==> src/rtl/calc_ctrl.sv <==
// -----------------------------------------------------------------------------
// calc_ctrl
//
// Control and arithmetic core for a small keypad calculator. It collects an
// operand A, an operator and an operand B from a keyboard front end, then
// computes A+B, A-B (as sign + magnitude) or A*B. Add and subtract take a
// single cycle. Multiply uses an 8-step shift-add over B, starting at the LSB.
//
// Ports
//   clk             in   1   system clock, rising edge
//   rst             in   1   synchronous active-high reset
//   valid           in   1   strobe: num_or_operand carries a new value
//   num_or_operand  in   8   number (op_ctrl=0) or operator code in [3:0]
//   enter_edge      in   1   strobe: Enter key pressed
//   op_ctrl         out  1   1 = keyboard should deliver operators
//   busy            out  1   calculation in progress
//   result          out 16   magnitude of the last result
//   result_neg      out  1   sign of the last result (1 = negative)
//   result_valid    out  1   strobe: result/result_neg just updated
//   state_dbg       out  3   current state code
// -----------------------------------------------------------------------------
module calc_ctrl (
  input  logic        clk,
  input  logic        rst,
  input  logic        valid,
  input  logic [7:0]  num_or_operand,
  input  logic        enter_edge,
  output logic        op_ctrl,
  output logic        busy,
  output logic [15:0] result,
  output logic        result_neg,
  output logic        result_valid,
  output logic [2:0]  state_dbg
);

  typedef enum logic [2:0] {
    S_A    = 3'd0,
    S_OP   = 3'd1,
    S_B    = 3'd2,
    S_CALC = 3'd3,
    S_DONE = 3'd4
  } state_e;

  typedef enum logic [1:0] {
    OP_ADD = 2'd0,
    OP_SUB = 2'd1,
    OP_MUL = 2'd2
  } op_e;

  localparam logic [3:0] CODE_ADD = 4'hA;
  localparam logic [3:0] CODE_SUB = 4'hB;
  localparam logic [3:0] CODE_MUL = 4'hC;
  localparam logic [3:0] CODE_CLR = 4'hD;

  localparam logic [2:0] MUL_LAST = 3'd7;

  // ---------------------------------------------------------------------------
  // State
  // ---------------------------------------------------------------------------
  state_e      state_q, state_d;
  logic [7:0]  a_q, a_d;
  logic [7:0]  b_q, b_d;
  op_e         op_q, op_d;
  logic        a_seen_q, a_seen_d;
  logic        b_seen_q, b_seen_d;
  logic [15:0] acc_q, acc_d;
  logic [2:0]  cnt_q, cnt_d;
  logic [15:0] result_q, result_d;
  logic        neg_q, neg_d;

  // ---------------------------------------------------------------------------
  // Datapath helpers
  // ---------------------------------------------------------------------------
  logic [3:0]  code;
  logic [8:0]  sum_ab;
  logic [7:0]  diff_ab;
  logic [7:0]  diff_ba;
  logic        a_ge_b;
  logic [15:0] partial;

  assign code    = num_or_operand[3:0];
  assign sum_ab  = {1'b0, a_q} + {1'b0, b_q};
  assign diff_ab = a_q - b_q;
  assign diff_ba = b_q - a_q;
  assign a_ge_b  = (a_q >= b_q);

  // The multiplier bit is selected by the step counter, so the operand
  // registers stay stable for the whole multiply and no shifting copies of
  // A or B are needed.
  assign partial = b_q[cnt_q] ? ({8'd0, a_q} << cnt_q) : 16'd0;

  // ---------------------------------------------------------------------------
  // Next-state / datapath logic
  // ---------------------------------------------------------------------------
  always_comb begin
    // NOTE: every signal driven here gets a default first, so that no path
    // through the case statement leaves one unassigned and infers a latch.
    state_d  = state_q;
    a_d      = a_q;
    b_d      = b_q;
    op_d     = op_q;
    a_seen_d = a_seen_q;
    b_seen_d = b_seen_q;
    result_d = result_q;
    neg_d    = neg_q;
    // The accumulator and step counter only carry meaning inside S_CALC.
    // Everywhere else they sit at zero, ready for the next multiply.
    acc_d    = 16'd0;
    cnt_d    = 3'd0;

    unique case (state_q)
      S_A: begin
        if (valid) begin
          a_d      = num_or_operand;
          a_seen_d = 1'b1;
        end
        // A value arriving together with Enter counts as seen, so the
        // freshly captured number is the one that gets committed.
        if (enter_edge && (a_seen_q || valid)) begin
          state_d = S_OP;
        end
      end

      S_OP: begin
        if (valid) begin
          unique case (code)
            CODE_ADD: begin op_d = OP_ADD; state_d = S_B; end
            CODE_SUB: begin op_d = OP_SUB; state_d = S_B; end
            CODE_MUL: begin op_d = OP_MUL; state_d = S_B; end
            CODE_CLR: begin
              a_d      = 8'd0;
              a_seen_d = 1'b0;
              state_d  = S_A;
            end
            default: ;  // unknown operator codes are ignored
          endcase
        end
      end

      S_B: begin
        if (valid) begin
          b_d      = num_or_operand;
          b_seen_d = 1'b1;
        end
        if (enter_edge && (b_seen_q || valid)) begin
          state_d = S_CALC;
        end
      end

      S_CALC: begin
        unique case (op_q)
          OP_ADD: begin
            result_d = {7'd0, sum_ab};
            neg_d    = 1'b0;
            state_d  = S_DONE;
          end
          OP_SUB: begin
            result_d = a_ge_b ? {8'd0, diff_ab} : {8'd0, diff_ba};
            neg_d    = ~a_ge_b;
            state_d  = S_DONE;
          end
          OP_MUL: begin
            acc_d = acc_q + partial;
            cnt_d = cnt_q + 3'd1;
            // Only the last step publishes the product; intermediate
            // partial sums stay inside the accumulator.
            if (cnt_q == MUL_LAST) begin
              result_d = acc_q + partial;
              neg_d    = 1'b0;
              state_d  = S_DONE;
            end
          end
          default: state_d = S_DONE;
        endcase
      end

      S_DONE: begin
        a_seen_d = 1'b0;
        b_seen_d = 1'b0;
        state_d  = S_A;
      end

      default: state_d = S_A;
    endcase
  end

  // ---------------------------------------------------------------------------
  // State register
  // ---------------------------------------------------------------------------
  // NOTE: sequential state uses non-blocking assignments so every register
  // samples the pre-edge value of every other register, regardless of the
  // order of the statements below.
  always_ff @(posedge clk) begin
    if (rst) begin
      state_q  <= S_A;
      a_q      <= 8'd0;
      b_q      <= 8'd0;
      op_q     <= OP_ADD;
      a_seen_q <= 1'b0;
      b_seen_q <= 1'b0;
      acc_q    <= 16'd0;
      cnt_q    <= 3'd0;
      result_q <= 16'd0;
      neg_q    <= 1'b0;
    end else begin
      state_q  <= state_d;
      a_q      <= a_d;
      b_q      <= b_d;
      op_q     <= op_d;
      a_seen_q <= a_seen_d;
      b_seen_q <= b_seen_d;
      acc_q    <= acc_d;
      cnt_q    <= cnt_d;
      result_q <= result_d;
      neg_q    <= neg_d;
    end
  end

  // ---------------------------------------------------------------------------
  // Outputs: pure decodes of registered state, so they are glitch-free and
  // all take their idle values in the cycle after reset.
  // ---------------------------------------------------------------------------
  assign op_ctrl      = (state_q == S_OP);
  assign busy         = (state_q == S_CALC);
  assign result_valid = (state_q == S_DONE);
  assign state_dbg    = state_q;
  assign result       = result_q;
  assign result_neg   = neg_q;

endmodule

==> config.mk <==
export PLATFORM = sky130hd
export DESIGN_NAME = calc_ctrl
export DESIGN_NICKNAME = d
export VERILOG_FILES = /design/src/rtl/calc_ctrl.sv
export SDC_FILE = /design/constraint.sdc
export NUM_CORES = 1
export LEC_CHECK = 0
export CAP_MARGIN = 20
export CORE_AREA = 4 4 92 94
export CTS_CLUSTER_DIAMETER = 80
export CTS_CLUSTER_SIZE = 12
export DETAILED_ROUTE_END_ITERATION = 16
export DIE_AREA = 0 0 96 98
export HOLD_SLACK_MARGIN = 0.15
export PLACE_DENSITY = 0.8
export SLEW_MARGIN = 20
export SYNTH_ARGS = -nofsm -noshare
export SYNTH_HDL_FRONTEND = slang
export SYNTH_SLANG_ARGS = --single-unit
==> constraint.sdc <==
create_clock -name clk -period 4.15 [get_ports clk]
set_input_delay 0.83 -clock clk [delete_from_list [all_inputs] [get_ports clk]]
set_output_delay 0.83 -clock clk [all_outputs]
set_load 0.05 [all_outputs]
==> impl_metrics.toml <==
[clock_tree]
cts_buffer_depth = 2
post_cts_buffers = 0
htree_num_levels = 3
cts_inserted_buffers = 9
clock_latency_ns = 0.34
clock_sinks = 59
cts-hold-fix-buffers = 0
cts_root_buf = "clkbuf_8"
cts_tree = "done"
clkTransAtPathRegs_ns = 0.07
ctsResizeCount = 0

[logic_synthesis]
ys.flop_type = "dfxtp_1"
synth.cells.most_frequent = "80 x nor2_1, 59 x dfxtp_1, 47 x a21oi_1, 43 x ha_1, 40 x nand2_1"
syn_area_um2 = 4460
synth_cell_types = 67
synth_cells = 571
yosysMostFrequentCell = "nor2_1"
avgSynthCellArea_um2 = 7.82
yosys_warnings = 0
synth_top_area_share_pct = 26.5
async_reset_ff_share_pct = 0
yosysSeqAreaShare_pct = 26.5
synth_edf_count = 0
syn_nets = 630
ys_ff_latch = 59
yosysTopAreaCell = "dfxtp_1"
synth_area_leaders = "dfxtp_1 26%, ha_1 12%, nor2_1 6.7%, a21oi_1 5.3%, o21ai_0 3.5%"

[timing]
setup_tns_ns = 0
fin_ws_ns = 0.509
maxSlewHeadroom_pct = 34.2
worstMarginPinSlew_ns = 0.980
holdWs_ns = 0.455
slew_violations = 0
finalCriticalPeriod_ns = 3.64
clock.fmax_mhz = 275
setup_viol = 0
fin_crit_sh_pct = 87.7
hold_violations = 0
rsz0062_at_grt = "no"
finClkSkew_ns = 0.00707

[finish]
finalNetCount = 652
fin_util_pct = 66.3
fin_area_um2 = 5070
final_cells = 700
num_antenna_cells = 0
drive_gt1_share_pct = 5.69
area_growth_pct = 13.6

[grt]
grt_overflow_total = 0
antenna_found_initial = 0
grt_max_degree = 36
grt_usage_pct = 26.4
grt_pass1_wl_um = 19600
first_global_vias = 4081

[critical_path]
critPathLaunchType = "flop"
r2r-start = "cnt_q[0]$_SDFF_PP0_"
crit_top_cell = "a211oi_1"
critPathLaunch = "cnt_q[0]$_SDFF_PP0_"
worst_setup_path_end_kind = "flop"
path_cells = "mux4_2, nand2_1, nor4_1, ha_1, fa_1, a211oi_1, o21ai_0, a21oi_1, xor2_1, a2bb2oi_1, a211oi_1"
cp.required_ns = 4.36
cp_max_fo = 19
cpPeakStageDelay_ns = 0.72
crit_family = "compound AO/OA/AOI/OAI gates"
critPathArrivalTime_ns = 3.85
worstSetupPathType = "reg -> reg"
slowest_stage = "dfxtp_1"
cp.buffers_inverters = 0

[power]
leakage_nw = 2.00
power_density_nw_per_um2 = 379
peakVddDrop_uv = 267
power.total_mw = 1.92

[route]
wl_per_cell_um = 17.0
vias = 4275
post-route-drc-count = 0
drt_iter0_drc = 282
wl_um = 11900
vias_per_cell = 6.11
first_pass_iters = 5
ant_nets = 0

[placed_design]
dp_slack_ns = 0.577
io_buffers = 34
placed_cells = 684
dp_hpwl_um = 9140
placed_area_um2 = 4830
place_congestion = 0.991

[die]
io_pins = 35
die-width_um = 96
die_area_um2 = 9410
die_y_um = 98
start_util_pct = 58.4
num_rows = 32
core_um2 = 7650

[outcome]
status = "finished clean"

[min_path]
min_from = "result[11]$_SDFFE_PP0P_"
min_path_type = "reg -> reg"

[job]
cap_viol_max_count = 0
path summary, 6_finish.rpt:
check / end / slack, ns / cells past startpoint
hold reg to reg: result[11]$_SDFFE_PP0P_ / 0.45 / 2
setup / recovery: result[8]$_SDFFE_PP0P_ / 0.51 / 11
setup reg to reg: result[8]$_SDFFE_PP0P_ / 0.51 / 11
hold / removal: result[11]$_SDFFE_PP0P_ / 0.45 / 2
worst min-delay path, cell delays in order, from the launching register on:
cell     delay [ns]
dfxtp_1        0.32
nand2_1        0.05
o31ai_1        0.05
sequential cells by signal, summed over array words and instances, names as in the netlist:
register and cells:
a_q 8, result 16, b_seen_q 1, a_seen_q 1, cnt_q 3, result_neg 1, state_dbg 3, op_q 2
acc_q 16, b_q 8
cell usage in the layout (no fill, tap or decap), types with 6 or more instances in the layout:
master | netlist | final
nand3_1 | 12 | 12
xnor2_1 | 9 | 9
and2_1 | 9 | 9
a211oi_1 | 13 | 13
o21ai_0 | 31 | 31
clkdlybuf4s50_1 | 0 | 34
mux2i_1 | 6 | 6
nor2b_1 | 8 | 8
o21a_1 | 7 | 7
nor3_1 | 21 | 21
a311oi_1 | 6 | 6
a21o_1 | 7 | 7
dfxtp_1 | 59 | 59
inv_1 | 34 | 34
a21oi_1 | 47 | 47
nor2_1 | 80 | 80
ha_1 | 43 | 43
nand2_1 | 40 | 40
a22oi_1 | 8 | 8
and3_1 | 6 | 6
clkbuf_8 | 0 | 10
nand2b_1 | 7 | 7
metal layers:
| metal | track usage [%] | routed length (um) | part of all wire [%] |
|---|---|---|---|
| met1 | 36.1 | 5350 | 45 |
| met2 | 39.5 | 5300 | 45 |
| met3 | 6.09 | 775 | 6.5 |
| met4 | 10.9 | 446 | 3.8 |
| met5 | 0 | 0 | 0 |
power breakdown:
part | internal, mW | total [mW] | switching, mW
registers | 0.600 | 0.655 | 0.0548
clock network | 0.416 | 0.654 | 0.238
logic | 0.225 | 0.611 | 0.386
total | 1.24 | 1.92 | 0.679
final cells by class:
type / instances / area, um2
multi-input combinational: 453 / 3040
fill: 681 / 2580
sequential: 59 / 1180
timing repair buffer: 36 / 355
clock buffer: 12 / 145
inverter: 34 / 128
tap: 102 / 128
clock inverter: 4 / 97.6
cells by family (layout without fill, tap and decap cells):
| kind of cell | count (synthesis) | in the layout | share of synthesized area [%] |
|---|---|---|---|
| multiplexers | 12 | 12 | 3.36 |
| AND/OR/NAND/NOR | 216 | 216 | 23.7 |
| XOR/XNOR | 14 | 14 | 2.75 |
| AO/OA/AOI/OAI | 164 | 164 | 24.3 |
| adder cells (fa/ha/maj) | 47 | 47 | 13.8 |
| flip-flops | 59 | 59 | 26.5 |
| buffers and inverters | 59 | 86 | 5.52 |
(Power assumes the default switching activity.)
